**config.mk**
```make
export PLATFORM = sky130hd
export DESIGN_NAME = seg7_scan
export DESIGN_NICKNAME = d
export VERILOG_FILES = /design/src/rtl/seg7_scan.sv
export SDC_FILE = /design/constraint.sdc
export NUM_CORES = 1
export LEC_CHECK = 0
export ABC_AREA = 1
export CELL_PAD_IN_SITES_DETAIL_PLACEMENT = 0
export CELL_PAD_IN_SITES_GLOBAL_PLACEMENT = 1
export CORE_UTILIZATION = 43
export CTS_CLUSTER_DIAMETER = 200
export DETAILED_ROUTE_END_ITERATION = 8
export GPL_ROUTABILITY_DRIVEN = 0
export PLACE_DENSITY_LB_ADDON = 0.1
export REMOVE_ABC_BUFFERS = 1
export SLEW_MARGIN = 20
export SYNTH_ARGS = -nofsm -noshare
export SYNTH_HDL_FRONTEND = slang
export SYNTH_SLANG_ARGS = --single-unit
export TNS_END_PERCENT = 50
```
**constraint.sdc**
```tcl
create_clock -name clk -period 4.75 [get_ports clk]
set_input_delay 0.7125 -clock clk [delete_from_list [all_inputs] [get_ports clk]]
set_output_delay 0.7125 -clock clk [all_outputs]
set_load 0.03 [all_outputs]
```
**src/rtl/seg7_scan.sv**
```systemverilog
// Scanned driver for an 8-digit common-select seven-segment display.
// The CPU word is double-buffered and only swapped into the visible register at frame boundaries.
module seg7_scan #(
  parameter int SCAN_DIV  = 50000,
  parameter int BLANK_CYC = 16
) (
  input  logic        clk,
  input  logic        rst,
  input  logic        wr_en,
  input  logic [31:0] wr_data,
  input  logic [7:0]  dig_en,
  input  logic        blank_lz,
  output logic [7:0]  num_csn,
  output logic [6:0]  num_a_g,
  output logic        frame_done
);

  localparam int CW = (SCAN_DIV > 1) ? $clog2(SCAN_DIV) : 1;
  localparam logic [CW-1:0] TERM_VAL  = CW'(SCAN_DIV - 1);
  localparam logic [CW-1:0] BLANK_VAL = CW'(BLANK_CYC);

  logic [CW-1:0] cnt;
  logic [2:0]    idx;
  logic [31:0]   shadow;
  logic [31:0]   disp;
  logic          term;
  logic          boundary;
  logic [3:0]    nibble;
  logic          upper_zero;
  logic          vis;
  logic [6:0]    seg;

  assign term     = (cnt == TERM_VAL);
  assign boundary = term && (idx == 3'd7);

  always_ff @(posedge clk) begin
    if (rst) begin
      cnt <= '0;
      idx <= '0;
    end else begin
      cnt <= term ? '0 : cnt + 1'b1;
      if (term) idx <= idx + 3'd1;
    end
  end

  // A write landing on the boundary cycle goes straight to disp so it is not delayed a whole frame.
  always_ff @(posedge clk) begin
    if (rst) begin
      shadow     <= '0;
      disp       <= '0;
      frame_done <= 1'b0;
    end else begin
      if (wr_en) shadow <= wr_data;
      if (boundary) disp <= wr_en ? wr_data : shadow;
      frame_done <= boundary;
    end
  end

  // Leading-zero test: every nibble from the current digit upward is zero.
  always_comb begin
    nibble     = disp[{idx, 2'b00} +: 4];
    upper_zero = ((disp >> {idx, 2'b00}) == 32'd0);
    vis        = dig_en[idx] && !(blank_lz && (idx != 3'd0) && upper_zero);
  end

  always_comb begin
    case (nibble)
      4'h0:    seg = 7'b0000001;
      4'h1:    seg = 7'b1001111;
      4'h2:    seg = 7'b0010010;
      4'h3:    seg = 7'b0000110;
      4'h4:    seg = 7'b1001100;
      4'h5:    seg = 7'b0100100;
      4'h6:    seg = 7'b0100000;
      4'h7:    seg = 7'b0001111;
      4'h8:    seg = 7'b0000000;
      4'h9:    seg = 7'b0000100;
      4'hA:    seg = 7'b0001000;
      4'hB:    seg = 7'b1100000;
      4'hC:    seg = 7'b0110001;
      4'hD:    seg = 7'b1000010;
      4'hE:    seg = 7'b0110000;
      default: seg = 7'b0111000;
    endcase
  end

  // Registered outputs: a single select flop set means only one digit can ever be driven low.
  always_ff @(posedge clk) begin
    if (rst) begin
      num_csn <= 8'hFF;
      num_a_g <= 7'h7F;
    end else if ((cnt < BLANK_VAL) || !vis) begin
      num_csn <= 8'hFF;
      num_a_g <= 7'h7F;
    end else begin
      num_csn <= ~(8'b1 << idx);
      num_a_g <= seg;
    end
  end

endmodule

```
## Word-level counts from Yosys, hierarchy flattened

Memory sizes are Yosys's and may differ from the RTL's. A register that Yosys moved wholly into a read port is not among the register bits.
Cells that the tools add are included.

- $add $sub $neg: 2
- Magnitude comparators: 2
- Equality and inequality tests: 2
- Shifts and indexed selects: 3
- Mux-type cells: 3
- Bitwise logic cells: 1
- Reduce and logical (&&, ||, !) cells: 11

Operators by type and width:

| kind | count |
|---|---|
| zero test 32 bit | 1 |
| 2-to-1 mux 32 bit | 1 |
| variable part select 32 x 6 -> 4 bit | 1 |
| >> shifter 32 x 5 -> 32 bit | 1 |
| adder 16 x 1 -> 16 bit (second input constant) | 1 |
| equality test 16 bit (second input constant) | 1 |
| less-than comparator 16 x 5 -> 1 bit (second input constant) | 1 |
| inverter 8 bit | 1 |
| left shift 1 x 3 -> 8 bit (first input constant) | 1 |
| logical AND 1 bit | 4 |
| less-than comparator 3 x 4 -> 1 bit (second input constant) | 1 |
| OR reduction 2 bit | 2 |
| adder 3 x 1 -> 3 bit (second input constant) | 1 |
| binary-select mux 1 bit (select 3 bit) | 1 |
| equality test 3 bit (second input constant) | 1 |
| nonzero test 3 bit | 1 |
| zero test 1 bit | 2 |
| logical OR 1 bit | 1 |
| 2-to-1 mux 1 bit | 1 |

- Register bits after elaboration: 92
- ROM bits: 112
- Output and inout bits: 16
- Memories: 1

Memories:

| memory | words | bits a word | read ports | clocked after Yosys merged registers in | wr ports | line | RTL |
|---|---|---|---|---|---|---|---|
| (name not given) | 16 | 7 | 1 | 1 | 0 | 67 | `case (nibble)` |

## Longest topological paths before layout

Gate-level depths: netlist of run 1.

- Word-level depth: 8
- Mapped depth: 19
- Gate-level depth less buffers: 16

## Worst setup path after synthesis of run 1

OpenSTA, ideal clock, no wires.

- Path kind: reg-to-reg
- Start point: register idx[0]
- End point: register num_a_g[0]
- Library setup time: 0.060 ns
- Arrival: 2.108 ns
- Data required time: 4.690 ns
- Path slack: 2.582 ns
- Stages on the path, launching flop included: 20
- Path buffers: 4
- Clock period less this slack: 2.168 ns
- Path through: dfxtp_1 -> buf_6 -> inv_2 -> buf_6 -> buf_6 -> nand2_1 -> nand3_1 -> nand3_1 -> nand2_1 -> inv_1 -> ha_1 -> nand2_1 -> nor2_1 -> o21ai_0 -> inv_1 -> nand3_1 -> nor3_2 -> nand2_2 -> buf_6 -> nand3_2

- Word-level cells in the longest chain between the ends: 8

RTL lines:

| what | line | RTL |
|---|---|---|
| from (decl) | 23 | `logic [2:0] idx;` |
| from (signal assigned) | 42 | `if (term) idx <= idx + 3'd1;` |
| >> shifter 32 x 5 -> 32 bit or nonzero test 3 bit (tied branches) | 62, 63 |  |
| zero test 32 bit or logical AND 1 bit (tied branches) | 62, 63 |  |
| logical AND 1 bit | 63 | `vis = dig_en[idx] && !(blank_lz && (idx != 3'd0) && upper_zero);` |
| zero test 1 bit | 63 |  |
| logical AND 1 bit | 63 |  |
| zero test 1 bit | 92 | `end else if ((cnt < BLANK_VAL) \|\| !vis) begin` |
| logical OR 1 bit | 92 |  |
| OR reduction 2 bit (no line) | - |  |
| to (decl) | 14 | `output logic [6:0] num_a_g,` |

Several ways; a longest one is shown, not always the timed one. The select of a mux whose other input is x is not followed.
A chain may end at the register's enable or synchronous reset.

## Worst setup path in the final report of run 1

- Start point: register idx[1]
- End point: register num_csn[7]

- Word-level cells in the longest chain between the ends: 8

RTL lines:

| what | line | RTL |
|---|---|---|
| >> shifter 32 x 5 -> 32 bit or nonzero test 3 bit (tied branches) | 62, 63 |  |
| zero test 32 bit or logical AND 1 bit (tied branches) | 62, 63 |  |
| logical AND 1 bit | 63 |  |
| zero test 1 bit | 63 |  |
| logical AND 1 bit | 63 |  |
| zero test 1 bit | 92 |  |
| logical OR 1 bit | 92 |  |
| OR reduction 2 bit (no line) | - |  |
| to (signal assigned) | 96 | `num_csn <= ~(8'b1 << idx);` |
| to (decl) | 13 | `output logic [7:0] num_csn,` |

Several ways; a longest one is shown, not always the timed one. The select of a mux whose other input is x is not followed.

==> results of run 1 <==
## stage by stage
step	utilization, %	hold slack, ns	power (mW)
3_3_place_gp	49.82	0.4280	0.9690
5_1_grt	52.51	0.4789	1.739
6_report	52.51	0.4468	1.675
2_1_floorplan	-	0.4176	0.9132
3_5_place_dp	49.82	0.4397	0.9717
4_1_cts	52.51	0.4491	1.700
## worst max-delay path: stages, from the launching register on
cell     delay, ns
dfxtp_1       0.72
inv_2         0.32
nand2_1       0.18
nand3_1       0.08
nand2_1       0.19
inv_1         0.10
ha_1          0.21
nand2_1       0.06
nor2_1        0.04
o21ai_0       0.07
inv_1         0.06
nand3_1       0.09
nor3_2        0.05
nand2_2       0.29
nand3_1       0.11
## cell usage after synthesis
master,number
a211oi_1,2
a21oi_1,46
a22o_1,1
and3_1,1
buf_1,3
buf_2,15
buf_4,1
buf_6,6
clkbuf_1,11
clkinv_1,3
dfxtp_1,99
ha_1,12
inv_1,62
inv_2,3
mux2i_1,32
nand2_1,166
nand2_2,6
nand2_4,1
nand3_1,84
nand3_2,11
nand4_1,5
nor2_1,70
nor2_4,1
nor3_1,7
nor3_2,1
nor3b_1,2
o211ai_1,1
o21a_1,2
o21ai_0,10
or2_2,1
xor2_1,4
## final cells by class
type,instances,area [um2]
fill,1126,5194
multi-input combinational,466,2412
sequential,99,1982
timing repair buffer,64,623.1
inverter,68,255.2
clock buffer,10,229.0
tap,140,175.2
clock inverter,6,65.06
## registers in the layout, indices dropped and copies added, names as in the netlist
register    count
num_csn         8
shadow         32
disp           32
frame_done      1
num_a_g         7
idx             3
cnt            16
## worst max-delay path by stage
stage                       endpoint  slack, ns  depth (start not counted)
after floorplan           num_csn[7]       1.95                         15
after global placement       disp[3]       2.08                         10
after detailed placement  num_a_g[6]       2.01                         13
after CTS                 num_a_g[6]       1.98                         13
after global routing      num_a_g[1]       1.68                         13
final                     num_csn[7]       2.00                         14
## cells by family after synthesis
family	Yosys count
compound gates	62
buf+inv	104
xor+xnor	4
flops	99
fa+ha+maj	12
mux	32
simple gates	356
## where the power goes
| group | internal [mW] | leakage [nW] | switching (mW) |
|---|---|---|---|
| Combinational | 0.0538 | 1.49 | 0.0445 |
| Sequential | 0.848 | 0.805 | 0.00503 |
| Clock | 0.409 | 0.143 | 0.315 |
## per-layer routing
layer / global-route usage (%) / up-vias / share of wire (%)
met1: 24.34 / 1878 / 49
met4: 4.990 / 0 / 1.1
met3: 5.967 / 9 / 4.7
li1: - / 2221 / -
met5: 0 / - / 0
met2: 31.44 / 72 / 45
## cell usage in the layout, fill, tap and decap left out, types with 2 or more instances in the layout
cell	instances
a21oi_1	46
nor3b_1	2
nor2_1	70
dfxtp_1	99
o21ai_0	10
buf_4	5
nor3_1	7
ha_1	12
a211oi_1	2
nand2_1	166
clkinv_2	2
mux2i_1	32
clkdlybuf4s50_1	58
clkbuf_16	9
inv_2	3
xor2_1	4
inv_1	62
nand3_1	84
nand3_2	11
nand4_1	5
nand2_2	6
o21a_1	2
clkinv_1	3
==> results.json, run 1 <==
{
  "status": "finished, final reports clean",
  "root_buffer": "clkbuf_16",
  "yosys_warnings": 0,
  "ys_top_cells_by_area": "dfxtp_1 (41%), nand2_1 (13%), nand3_1 (8.7%)",
  "postCtsHoldBufs": 0,
  "fin_crit_ns": 2.753,
  "synthCells": 669,
  "cts_made_buffers": 9,
  "nNetsFinal": 764,
  "overflow": 0,
  "postPlaceCellArea_um2": 5448,
  "rr_worst_depth": 14,
  "fin_cells": 853,
  "synth_top_family_by_area": "simple AND/OR/NAND/NOR gates",
  "setup_slack_ns": 1.997,
  "insertion_delay_ns": 0.35,
  "dieHeight_um": 108.2,
  "synth.area.mux_share_pct": 6.601,
  "io_buffers": 59,
  "pre_cts_ws_ns": 2.011,
  "startpoint": "idx[1]",
  "drt_iter0_drc": 165,
  "die_area_um2": 11710,
  "grt_pass1_vias": 3902,
  "num_antenna_cells": 0,
  "syn_area_per_cell_um2": 7.253,
  "worstSetupPathType": "flip-flop to flip-flop",
  "placed_cells_incl_taps": 837,
  "start_util_pct": 44.37,
  "synth.top_cell.area_share_pct": 40.85,
  "power_leakage_nw": 2.434,
  "synth_compound_area_share_pct": 6.730,
  "max_freq_mhz": 363.2,
  "io_pins": 60,
  "min_path_cells": 2,
  "hold_viol": 0,
  "power_density_nw_per_um2": 291.7,
  "dr.pass1.iters": 5,
  "slew_viol_final": 0,
  "wl_um": 10340,
  "clk_pin_slew_worst_paths_ns": 0.06,
  "peakVddDrop_mv": 0.3320,
  "wl_per_cell_um": 12.12,
  "yosys.area.top_type": "dfxtp_1",
  "drc": 0,
  "grt_max_degree": 37,
  "drive_above_1_share_pct": 6.311,
  "path_max_fanout": 21,
  "required_ns": 4.95,
  "synth_xor_area_share_pct": 0.7220,
  "yosysSeqAreaShare_pct": 40.85,
  "grt_use_total_pct": 19.19,
  "grt_antenna_before_repair": 0,
  "synth.distinct_cells": 31,
  "postCtsSetupBuffers": 0,
  "drtAntennaViolNets": 0,
  "synth_area_um2": 4852,
  "min_to": "disp[3]",
  "cts_buffer_depth": 2,
  "dp_hpwl_um": 7526,
  "yosys.area_share.adder_pct": 3.094,
  "cts_tree": "built",
  "slew_headroom_pct": 35.50,
  "critPathArrivalTime_ns": 2.95,
  "regToRegSetupSlack_ns": 2.00,
  "skew_ns": 0.008448,
  "tns_ns": 0,
  "timing.final.crit_share_pct": 57.97,
  "r2r-start": "idx[1]",
  "maxCapViolCount": 0,
  "setup_violations": 0,
  "synthSimpleGateAreaFrac_pct": 32.57,
  "grt_pass1_wl_um": 17640,
  "final_area_um2": 5742,
  "worstSetupEndpointType": "flip-flop",
  "rows": 38,
  "cts.repair.resized": 0,
  "areaGrowthSynthToFinish_pct": 18.33,
  "vias": 4180,
  "core_um2": 10940,
  "viasPerCell": 4.900,
  "worstMarginPinSlew_ns": 0.9615,
  "chipWidth_um": 108.2,
  "rsz0062_at_grt": "false",
  "cts_sinks": 99,
  "startpoint_type": "flip-flop",
  "min_from": "disp[3]",
  "h-tree-depth": 3,
  "synth-seq-cells": 99,
  "r2r_end": "num_csn[7]",
  "hold_class": "flip-flop to flip-flop"
}
Note: power is estimated with default switching activity, not from simulation.
==> inputs of run 2 (changes only) <==
- CORE_UTILIZATION: 43 -> 40
- clock period: 4.75 -> 2.9 ns (I/O delays scaled with it)
==> run 2 against run 1 <==
Compared with the run above: the run now ends with design-rule violations left; sequential share of layout area down 0.45 points; largest cell class unchanged; highest routed layer unchanged; largest power group unchanged; routed wire length up 14%; sequential cell count unchanged; clock power up 60%; cell count up 1.4%; critical path type unchanged; worst setup slack worse by 1.5 ns; via count up 1.3%.
==> results.json, run 2 (synthesis results as in run 1) <==
{
  "clk_pin_slew_worst_paths_ns": 0.07,
  "wl_um": 11760,
  "hold_viol": 0,
  "die_area_um2": 12580,
  "worstSetupEndpointType": "flip-flop",
  "worstSetupPathType": "flip-flop to flip-flop",
  "grt_max_degree": 36,
  "most-common-layout-cells": "nand2_1 (166), dfxtp_1 (98), nand3_1 (84)",
  "required_ns": 3.12,
  "violations": "design-rule violations",
  "skew_ns": 0.01455,
  "cts_sinks": 99,
  "dr.pass1.iters": 8,
  "rows": 39,
  "cts_tree": "built",
  "drtAntennaViolNets": 0,
  "cts_made_buffers": 9,
  "final_area_um2": 5821,
  "status": "finished with violations",
  "maxCapViolCount": 0,
  "critPathArrivalTime_ns": 2.67,
  "cts.repair.resized": 0,
  "slew_viol_final": 0,
  "drc": 4,
  "viasPerCell": 4.896,
  "final_util_pct": 50.12,
  "hold_class": "flip-flop to flip-flop",
  "areaGrowthSynthToFinish_pct": 19.96,
  "power_leakage_nw": 2.481,
  "holdWs_ns": 0.4503,
  "timing.final.crit_share_pct": 84.49,
  "worstMarginPinSlew_ns": 0.5484,
  "total_power_mw": 2.721,
  "path_max_fanout": 15,
  "grt_use_total_pct": 20.31,
  "final_common_cell": "nand2_1",
  "drive_above_1_share_pct": 7.756,
  "power_density_nw_per_um2": 467.5,
  "setup_slack_ns": 0.4497,
  "dp_hpwl_um": 8727,
  "core_um2": 11610,
  "postCtsHoldBufs": 0,
  "fin_cells": 865,
  "grt_antenna_before_repair": 0,
  "wl_per_cell_um": 13.60,
  "h-tree-depth": 3,
  "io_pins": 60,
  "chipWidth_um": 112.1,
  "io_buffers": 59,
  "tns_ns": 0,
  "insertion_delay_ns": 0.36,
  "dieHeight_um": 112.1,
  "setup_violations": 0,
  "grt_pass1_wl_um": 20160,
  "vias": 4235,
  "start_util_pct": 41.78,
  "startpoint_type": "flip-flop",
  "cts_buffer_depth": 2,
  "fin_crit_ns": 2.450,
  "placed_cells_incl_taps": 849,
  "postPlaceCellArea_um2": 5532,
  "root_buffer": "clkbuf_16",
  "fillers": 1189,
  "drt_iter0_drc": 229,
  "slew_headroom_pct": 63.44,
  "reg.largest.list": "disp x32, shadow x32, cnt x16",
  "num_antenna_cells": 0,
  "grt_pass1_vias": 4149,
  "postCtsSetupBuffers": 0,
  "peakVddDrop_mv": 0.3157,
  "max_freq_mhz": 408.1,
  "overflow": 0,
  "nNetsFinal": 773,
  "pre_cts_ws_ns": 0.2704,
  "rsz0062_at_grt": "false"
}
==> run 2: cell count changes in the layout (fill, tap and decap cells not counted), sizes merged <==
cell	before	now
bufinv	1	0
clkbuf	10	11
buf	6	15
==> run 2: layout make-up <==
| class | count | area, um2 | share of cell area (%) |
|---|---|---|---|
| Multi-Input combinational cell | 466 | 2412 | 41.44 |
| Sequential cell | 99 | 1983 | 34.07 |
| Timing Repair Buffer | 73 | 703.2 | 12.08 |
| Inverter | 68 | 255.2 | 4.385 |
| Clock buffer | 11 | 252.7 | 4.342 |
| Tap cell | 143 | 178.9 | 3.074 |
| Clock inverter | 5 | 35.03 | 0.6019 |
==> run 2: path summary, 6_finish.rpt <==
kind         startpoint         end  slack (ns)  depth (start not counted)
min              cnt[0]      cnt[0]        0.45                          1
max reg2reg      idx[1]  num_a_g[1]        0.45                         14
max              idx[1]  num_a_g[1]        0.45                         14
min reg2reg      cnt[0]      cnt[0]        0.45                          1
==> run 2: metal layers <==
layer  share of wire, %  vias up  wire length, um  GRT usage, %
li1                   -     2237                -             -
met1                 50     1907             5860         26.90
met2                 44       80             5220         32.26
met3                4.0       11              466         4.158
met4                1.8        0              212         8.533
met5                  0        -                0             0
==> run 2: critical path: stages (launching register included) <==
cell and delay [ns]:
dfxtp_1 0.61, inv_2 0.22, nand2_1 0.15, nand3_1 0.09
nand2_1 0.16, inv_1 0.10, ha_1 0.21, nand2_1 0.06
nor2_1 0.04, o21ai_0 0.07, inv_1 0.05, nand3_1 0.09
nor3_2 0.05, nand2_2 0.28, nand3_1 0.13
==> run 2: report_power, final <==
part / leakage [nW] / switching, mW / internal (mW)
registers: 0.805 / 0.00834 / 1.39
clock network: 0.142 / 0.528 / 0.630
logic: 1.53 / 0.0768 / 0.0892
total: 2.48 / 0.613 / 2.11
==> inputs of run 3 (changes only) <==
- clock period: 2.9 -> 2.55 ns (I/O delays scaled with it)
==> run 3 against run 2 <==
Compared with the run above: worst setup slack got worse by 0.11 ns; non-clock buffer count increased by 4; the run still ends with design-rule violations left; clock skew decreased by 0.0082 ns; global-route usage decreased by 0.44 points; fmax increased by 11%; count of clock-buffer cells in the layout increased by 2; sequential cell count unchanged; sequential power increased by 14%.
==> results.json, run 3 (synthesis results as in run 1) <==
{
  "path_max_fanout": 15,
  "overflow": 0,
  "final_common_cell": "nand2_1",
  "setup_violations": 0,
  "total_power_mw": 3.144,
  "skew_ns": 0.006370,
  "drc": 6,
  "grt_use_total_pct": 19.87,
  "p_sw_share_pct": 20.89,
  "rsz0062_at_grt": "false",
  "postCtsSetupBuffers": 0,
  "num_antenna_cells": 0,
  "setup_slack_ns": 0.3440,
  "most-common-layout-cells": "nand2_1 (166), dfxtp_1 (98), nand3_1 (84)",
  "required_ns": 2.84,
  "grt_max_degree": 36,
  "chipWidth_um": 112.1,
  "slew_headroom_pct": 63.11,
  "cts_tree": "built",
  "power.share.combinational_pct": 6.0,
  "timing.final.crit_share_pct": 86.51,
  "p_switching_uw": 656.7,
  "reg.largest.list": "disp x32, shadow x32, cnt x16",
  "postCtsHoldBufs": 0,
  "io_buffers": 59,
  "insertion_delay_ns": 0.35,
  "areaGrowthSynthToFinish_pct": 20.94,
  "maxCapViolCount": 0,
  "slew_viol_final": 0,
  "io_pins": 60,
  "fin_crit_ns": 2.206,
  "p_int_mw": 2.487,
  "drt_iter0_drc": 227,
  "wl_um": 11650,
  "root_buffer": "clkbuf_16",
  "grt_pass1_wl_um": 19900,
  "critPathArrivalTime_ns": 2.49,
  "violations": "design-rule violations",
  "grt_antenna_before_repair": 0,
  "pre_cts_ws_ns": 0.06391,
  "rows": 39,
  "peakVddDrop_mv": 0.3810,
  "h-tree-depth": 3,
  "cts_buffer_depth": 2,
  "viasPerCell": 4.978,
  "core_um2": 11610,
  "cts_made_buffers": 9,
  "dr.pass1.iters": 7,
  "power_leakage_nw": 2.508,
  "regToRegSetupSlack_ns": 0.34,
  "nNetsFinal": 777,
  "cts.repair.resized": 0,
  "start_util_pct": 41.78,
  "worstMarginPinSlew_ns": 0.5521,
  "p_seq_share_pct": 50.5,
  "wl_per_cell_um": 13.43,
  "dieHeight_um": 112.1,
  "dp_hpwl_um": 8766,
  "hold_class": "flip-flop to flip-flop",
  "grt_pass1_vias": 4222,
  "worstSetupEndpointType": "flip-flop",
  "clkPwrFrac_pct": 43.5,
  "status": "finished with violations",
  "drtAntennaViolNets": 0,
  "die_area_um2": 12580,
  "power_density_nw_per_um2": 535.8,
  "clk_pin_slew_worst_paths_ns": 0.06,
  "drive_above_1_share_pct": 7.862,
  "max_freq_mhz": 453.3,
  "worstSetupPathType": "flip-flop to flip-flop",
  "hold_viol": 0,
  "startpoint_type": "flip-flop",
  "vias": 4321,
  "cts_sinks": 99
}
run 3: worst paths after layout:
| kind | cells past startpoint | to | startpoint |
|---|---|---|---|
| setup / recovery | 14 | num_a_g[3] | idx[0] |
| hold / removal | 2 | disp[1] | disp[1] |
| setup reg to reg | 14 | num_a_g[3] | idx[0] |
| hold reg to reg | 2 | disp[1] | disp[1] |
run 3: layer usage:
layer	track usage [%]	vias up	share of wire [%]	wire, um
met5	0	-	0	0
met4	8.178	0	2.0	238
met3	3.456	17	3.9	460
met2	32.38	98	44	5183
met1	26.08	1969	50	5771
li1	-	2237	-	-
run 3: power by group through the flow:
stage	Combinational, mW	Clock [mW]	Sequential [mW]
final	0.188	1.37	1.59
after global routing	0.208	1.46	1.59
after CTS	0.191	1.40	1.59
after detailed placement	0.190	0	1.62
after global placement	0.188	0	1.62
after floorplan	0.0796	0	1.62
run 3: cell type report:
type | instances | area, um2
Clock buffer | 13 | 260.3
Inverter | 68 | 257.7
Tap cell | 143 | 178.9
Multi-Input combinational cell | 466 | 2417
Sequential cell | 99 | 1986
Clock inverter | 2 | 35.03
Timing Repair Buffer | 77 | 733.2
Fill cell | 1193 | 5746
run 3: metrics by stage:
stage | instance area [um2] | cells | TNS [ns] | hold WS, ns | util, %
global route | 5868 | 868 | 0 | 0.4748 | 50.53
CTS | 5857 | 868 | 0 | 0.4483 | 50.43
floorplan | 4649 | 633 | -11.33 | 0.4176 | -
finish | 5868 | 868 | 0 | 0.4426 | 50.53
global placement | 5562 | 853 | 0 | 0.4322 | 47.89
detailed placement | 5562 | 853 | 0 | 0.4386 | 47.89
run 3: worst max-delay path, cell delays in order, from the launching register on:
cell and delay, ns:
dfxtp_4 0.38, o21ai_0 0.29, nand2_1 0.12, nand3_1 0.09, nand2_1 0.08, inv_1 0.09
ha_1 0.19, nand2_1 0.06, nor2_1 0.09, o21ai_0 0.08, inv_1 0.06, nand3_1 0.08
nor3_2 0.23, nand2_4 0.18, nand3_1 0.11
